## config.mk

```make
export PLATFORM = sky130hd
export DESIGN_NAME = fir_sample_writer
export DESIGN_NICKNAME = d
export VERILOG_FILES = /design/src/rtl/fir_structs_pkg.sv /design/src/rtl/fir_sample_writer_mem.sv /design/src/rtl/fir_sample_writer.sv
export SDC_FILE = /design/constraint.sdc
export NUM_CORES = 1
export LEC_CHECK = 0
export CAP_MARGIN = 0
export CORE_MARGIN = 2
export CORE_UTILIZATION = 55
export CTS_BUF_LIST = sky130_fd_sc_hd__clkbuf_2 sky130_fd_sc_hd__clkbuf_4 sky130_fd_sc_hd__clkbuf_8
export DETAILED_ROUTE_END_ITERATION = 16
export GPL_TIMING_DRIVEN = 0
export MAX_ROUTING_LAYER = met4
export PLACE_DENSITY = 0.92
export SYNTH_ARGS = -nofsm -noshare
export SYNTH_HDL_FRONTEND = slang
export SYNTH_HIERARCHICAL = 1
export SYNTH_SLANG_ARGS = --single-unit
```

## constraint.sdc

```tcl
create_clock -name clk -period 8.45 [get_ports clk]
set_clock_uncertainty 0.15 [all_clocks]
set_input_delay 1.69 -clock clk [delete_from_list [all_inputs] [get_ports clk]]
set_output_delay 1.69 -clock clk [all_outputs]
set_load 0.01 [all_outputs]
```

## src/rtl/fir_structs_pkg.sv

```systemverilog
// Shared types and defaults for the FIR sample/coefficient writer.
// Coefficient loader states plus default widths used by the writer and its bench.
package fir_structs;

   typedef enum logic {
      COEF_LOAD = 1'b0,
      RUN       = 1'b1
   } coef_state_type;

   localparam int DEF_DATA_W   = 32;
   localparam int DEF_DEPTH    = 8;
   localparam int DEF_NUM_TAPS = 12;

endpackage

```

## src/rtl/fir_sample_writer_mem.sv

```systemverilog
// Sample FIFO storage: DEPTH x DATA_W register array with one write port and a
// combinational read port. Contents are not reset.
module sample_fifo_mem #(
   parameter int DATA_W = 32,
   parameter int DEPTH  = 8,
   parameter int ADDR_W = 3
) (
   input  logic              clk,
   input  logic              we,
   input  logic [ADDR_W-1:0] waddr,
   input  logic [DATA_W-1:0] wdata,
   input  logic [ADDR_W-1:0] raddr,
   output logic [DATA_W-1:0] rdata
);

   logic [DATA_W-1:0] mem [DEPTH];

   always_ff @(posedge clk) begin
      if (we) begin
         mem[waddr] <= wdata;
      end
   end

   assign rdata = mem[raddr];

endmodule

```

## src/rtl/fir_sample_writer.sv

```systemverilog
// Writer side of the FIR input sample FIFO plus coefficient bank loader.
// Show-ahead head entry for control_fsm; sticky overflow/underflow/dropped flags.
module fir_sample_writer
   import fir_structs::*;
#(
   parameter int DATA_W   = DEF_DATA_W,
   parameter int DEPTH    = DEF_DEPTH,
   parameter int NUM_TAPS = DEF_NUM_TAPS
) (
   input  logic                       clk,
   input  logic                       reset,
   input  logic                       PushIn,
   input  logic [DATA_W-1:0]          DataIn,
   input  logic                       PushCoef,
   input  logic [DATA_W-1:0]          CoefIn,
   input  logic                       fifoPullOut,
   output logic [DATA_W-1:0]          fifo_dout,
   output logic                       fifo_empty,
   output logic                       fifo_full,
   output logic [NUM_TAPS*DATA_W-1:0] coef_bank,
   output logic                       coef_ready,
   output logic                       overflow,
   output logic                       underflow,
   output logic                       dropped
);

   localparam int ADDR_W = (DEPTH > 1) ? $clog2(DEPTH) : 1;
   localparam int IDX_W  = (NUM_TAPS > 1) ? $clog2(NUM_TAPS) : 1;
   localparam logic [IDX_W-1:0] LAST_IDX = IDX_W'(NUM_TAPS - 1);

   coef_state_type    state_reg;
   logic [IDX_W-1:0]  coef_idx_reg;
   logic              coef_ready_reg;
   logic [DATA_W-1:0] coef_tap_reg [NUM_TAPS];
   logic [ADDR_W-1:0] wr_ptr_reg;
   logic [ADDR_W-1:0] rd_ptr_reg;
   logic [ADDR_W:0]   count_reg;
   logic              overflow_reg;
   logic              underflow_reg;
   logic              dropped_reg;

   logic              running;
   logic              pop_ok;
   logic              push_try;
   logic              push_ok;
   logic [IDX_W-1:0]  coef_wr_idx;
   logic [DATA_W-1:0] mem_rdata;

   assign fifo_empty = (count_reg == '0);
   assign fifo_full  = (count_reg == (ADDR_W+1)'(DEPTH));

   // A coefficient word always wins over a sample in the same cycle.
   assign running     = (state_reg == RUN);
   assign coef_wr_idx = running ? '0 : coef_idx_reg;
   assign pop_ok      = fifoPullOut && !fifo_empty;
   assign push_try    = PushIn && running && !PushCoef;
   assign push_ok     = push_try && (!fifo_full || pop_ok);

   always_ff @(posedge clk or negedge reset) begin
      if (!reset) begin
         state_reg      <= COEF_LOAD;
         coef_idx_reg   <= '0;
         coef_ready_reg <= 1'b0;
      end else if (PushCoef) begin
         case (state_reg)
            COEF_LOAD: begin
               if (coef_idx_reg == LAST_IDX) begin
                  state_reg      <= RUN;
                  coef_ready_reg <= 1'b1;
                  coef_idx_reg   <= '0;
               end else begin
                  coef_idx_reg <= coef_idx_reg + IDX_W'(1);
               end
            end
            RUN: begin
               state_reg      <= COEF_LOAD;
               coef_idx_reg   <= IDX_W'(1);
               coef_ready_reg <= 1'b0;
            end
            default: state_reg <= COEF_LOAD;
         endcase
      end
   end

   genvar gi;
   generate
      for (gi = 0; gi < NUM_TAPS; gi++) begin : g_tap
         always_ff @(posedge clk or negedge reset) begin
            if (!reset) begin
               coef_tap_reg[gi] <= '0;
            end else if (PushCoef && (coef_wr_idx == IDX_W'(gi))) begin
               coef_tap_reg[gi] <= CoefIn;
            end
         end
         assign coef_bank[gi*DATA_W +: DATA_W] = coef_tap_reg[gi];
      end
   endgenerate

   always_ff @(posedge clk or negedge reset) begin
      if (!reset) begin
         wr_ptr_reg    <= '0;
         rd_ptr_reg    <= '0;
         count_reg     <= '0;
         overflow_reg  <= 1'b0;
         underflow_reg <= 1'b0;
         dropped_reg   <= 1'b0;
      end else begin
         if (push_ok) wr_ptr_reg <= wr_ptr_reg + ADDR_W'(1);
         if (pop_ok)  rd_ptr_reg <= rd_ptr_reg + ADDR_W'(1);
         case ({push_ok, pop_ok})
            2'b10:   count_reg <= count_reg + (ADDR_W+1)'(1);
            2'b01:   count_reg <= count_reg - (ADDR_W+1)'(1);
            default: count_reg <= count_reg;
         endcase
         if (push_try && fifo_full && !pop_ok)      overflow_reg  <= 1'b1;
         if (fifoPullOut && fifo_empty)             underflow_reg <= 1'b1;
         if (PushIn && (!running || PushCoef))      dropped_reg   <= 1'b1;
      end
   end

   sample_fifo_mem #(
      .DATA_W (DATA_W),
      .DEPTH  (DEPTH),
      .ADDR_W (ADDR_W)
   ) u_mem (
      .clk   (clk),
      .we    (push_ok),
      .waddr (wr_ptr_reg),
      .wdata (DataIn),
      .raddr (rd_ptr_reg),
      .rdata (mem_rdata)
   );

   // Memory is never reset, so hide stale contents while empty.
   assign fifo_dout  = fifo_empty ? '0 : mem_rdata;
   assign coef_ready = coef_ready_reg;
   assign overflow   = overflow_reg;
   assign underflow  = underflow_reg;
   assign dropped    = dropped_reg;

endmodule

```

==> key figures <==
Drt
  – Vias per inst: between 5 and 6
  – Initial DRC Count: 1086
  – Final wirelength: 75490 um
  – First drt pass iteration count: 5
  – Residual DRC: 0
  – DR WL/cell: 28.35 um
  – DR vias: 15510
  – DRT antenna net count: 0

Global routing
  – Initial antenna violation count: 3
  – Wire length of the first global-routing pass: 110300 um
  – Met3 Use GR: 0.09524
  – Busiest grt layer: met2
  – GR Util met2: 0.5361
  – Vias in the first global route: between 15000 and 20000
  – Largest net degree at the start of global routing: about 130
  – Met1 Track Usage GR: 0.3644
  – Total Routing Usage GR: 0.3254
  – Gr ovfl total: 0

Yosys
  – Post-synth cell types: 46
  – Synth top area cells: dfrtp_1, edfxtp_1, mux2_2
  – Register bit total from synthesis: 659
  – Syn Nets: 1443
  – Syn_area_per_cell: between 15 and 20 um^2
  – Asr flop ratio synth: 0.6115
  – Ys flop type: dfrtp_1
  – Synth Instances: 1370
  – Post-synth top area share: 0.3950
  – Cell taking the most area after synthesis: dfrtp_1
  – Sequential-to-total area share from yosys stat: 0.6961
  – EDFF count, synth: 256
  – Synth warn: 6
  – Synth Cell Area: ~26000 um^2

Clock network
  – Worst-Skew Late Latency: 690 ps
  – CTS buffer count: 103
  – Clock tree buffer depth: 3
  – CTS root buf: clkbuf_8
  – H-tree Lvls: 3
  – CTS tree: built
  – Sink Count: about 660
  – CTS Hold Bufs: 0
  – Resize count post-CTS: 0
  – Post-CTS Setup Inserts: 0
  – Reg clk slew, reported paths: 60 ps

STA
  – Minimum clock period: 5326 ps
  – RSZ-0062 raised after global routing: false
  – Slew Limit Fails: 0
  – FMAX: between 150 and 200 MHz
  – Period utilisation layout: 0.6303
  – Worst setup slack after layout: 3124 ps
  – Worst hold margin: 313.8 ps
  – Worst-margin pin slew: 830.9 ps
  – Endpoints failing setup: 0
  – Relative slew margins: 0.4430
  – Hold Vio Cnt, Final: 0

Pwr
  – Tot Pwr: 12.95 mW
  – Lkg Pwr: 13.54 nW
  – Max rail drop VDD: 0.0003134 V
  – PD cells: slightly below 400 nW/um^2

Setup path
  – RR Startpoint: count_reg[1]$_DFFE_PN0P_
  – R2r setup slk: about 4800 ps
  – Reg-to-reg endpoint: u_mem/mem[4][16]$_DFFE_PP_
  – Reg2reg path depth: 9
  – Critical path fanouts, max: 10
  – Crit. Startpoint: count_reg[1]$_DFFE_PN0P_
  – CP required: 6610 ps
  – Critical path arrival: 3490 ps
  – Worst setup path end: fifo_dout[2]
  – Kind of end point of the critical path: primary output
  – Startpoint types: flop
  – Crit Path Class: reg -> out

Finish
  – Largest register FFs: 384
  – Most common cell after layout, fill and taps aside: clkdlybuf4s50_1
  – Commonest non-fill, non-tap cells in the layout: clkdlybuf4s50_1, dfrtp_1, mux2_2, edfxtp_1, clkbuf_8
  – Fin cells: 2663
  – Layout area overhead: 31.97%
  – Final Util: 0.7393
  – Fill cell count: 2438
  – Share of cells above drive strength 1: 0.3340
  – Nets: 2054

Status
  – Status: finished, final reports clean

Placement
  – HPWL Detailed: 49340 um
  – Dpl ws: 3125 ps
  – Gpl congestion: 0.8492
  – Placed Cells incl. Taps: 2476
  – PortBufs: between 400 and 500

Floorplanning
  – Num rows: 78
  – Die area: 48160 um^2
  – Top-Level Pins: 491
  – Initial Util: 0.5602
  – Core footprint: between 40000 and 50000 um^2
  – Chip width: 219.5 um
  – Die extent in y: 219.5 um

Job
  – Maxcap violations: 0

Min path
  – Hold Crit Class: reg -> reg
-- cells by family after synthesis --
kind of cell / share of synthesized area
buffers and inverters: 0.02357
XOR/XNOR: 0.002744
multiplexers: 0.2484
flip-flops: 0.6961
AND/OR/NAND/NOR: 0.02127
adder cells (fa/ha/maj): 0.001960
AO/OA/AOI/OAI: 0.006027
-- final cells by class --
type                    count  area [um^2]  area share
clock buffers             154         1894     0.05622
repair buffers            506         5202      0.1544
multi-input cells         608         7213      0.2141
plain buffers              96        575.6     0.01708
diodes                      3        7.507   0.0002228
flip-flops and latches    659        17770      0.5274
well taps                 600        750.7     0.02228
clock inverters            30        252.7    0.007501
inverters                   7        26.28   0.0007798
-- worst min path at each step --
stage	startpoint	to	depth (start not counted)
floorplan	rd_ptr_reg[2]$_DFFE_PN0P_	rd_ptr_reg[2]$_DFFE_PN0P_	1
global placement	underflow$_DFFE_PN0P_	underflow$_DFFE_PN0P_	1
detailed placement	underflow$_DFFE_PN0P_	underflow$_DFFE_PN0P_	1
CTS	underflow$_DFFE_PN0P_	underflow$_DFFE_PN0P_	1
global route	underflow$_DFFE_PN0P_	underflow$_DFFE_PN0P_	1
finish	underflow$_DFFE_PN0P_	underflow$_DFFE_PN0P_	1
-- per-stage QoR --
step | TNS (ps) | instance area, um^2
final | 0 | 33690
after global routing | 0 | 33690
after CTS | 0 | 33690
after detailed placement | 0 | 31540
after global placement | -4452580 | 31190
after floorplan | 0 | 25530
-- Yosys cell counts (2+ instances only) --
library cell,number
xnor2_1,5
edfxtp_1,256
a31oi_1,4
o22ai_1,3
mux4_2,24
buf_1,4
buf_2,28
clkbuf_1,38
nor3_4,2
nand2_1,11
nor2_1,16
mux4_1,40
nor4_1,2
nand2_2,3
nor2_2,2
xor2_1,3
ha_1,4
a21oi_1,5
inv_1,6
buf_6,22
mux2_2,397
nand2b_1,6
o21ai_0,3
nor4_4,2
mux2_4,3
buf_4,4
nor2b_1,34
a21o_1,2
mux2i_1,2
nor3_1,3
mux2_1,19
dfrtp_1,403
-- layer usage --
| metal | vias to the layer above | routed length [um] |
|---|---|---|
| met4 | 0 | 4330 |
| met3 | 236 | 6098 |
| met5 | - | 0 |
| met2 | 787 | 38180 |
| met1 | 8099 | 26880 |
| li1 | 6384 | - |
-- worst max-delay path, cell delays in order, from the launching register on --
cell and delay [ps]:
dfrtp_1 360, clkbuf_1 200, or3_1 480, nor2_2 370
clkbuf_1 630, nor2b_1 220, clkdlybuf4s50_1 540
-- power breakdown --
part / leakage (nW) / switching [mW] / internal, mW
Combinational: 5.12 / 2.30 / 2.99
Clock: 1.14 / 1.28 / 1.53
Sequential: 7.28 / 0.590 / 4.26
Total: 13.5 / 4.17 / 8.78
Power figures use the tool's default switching activity.
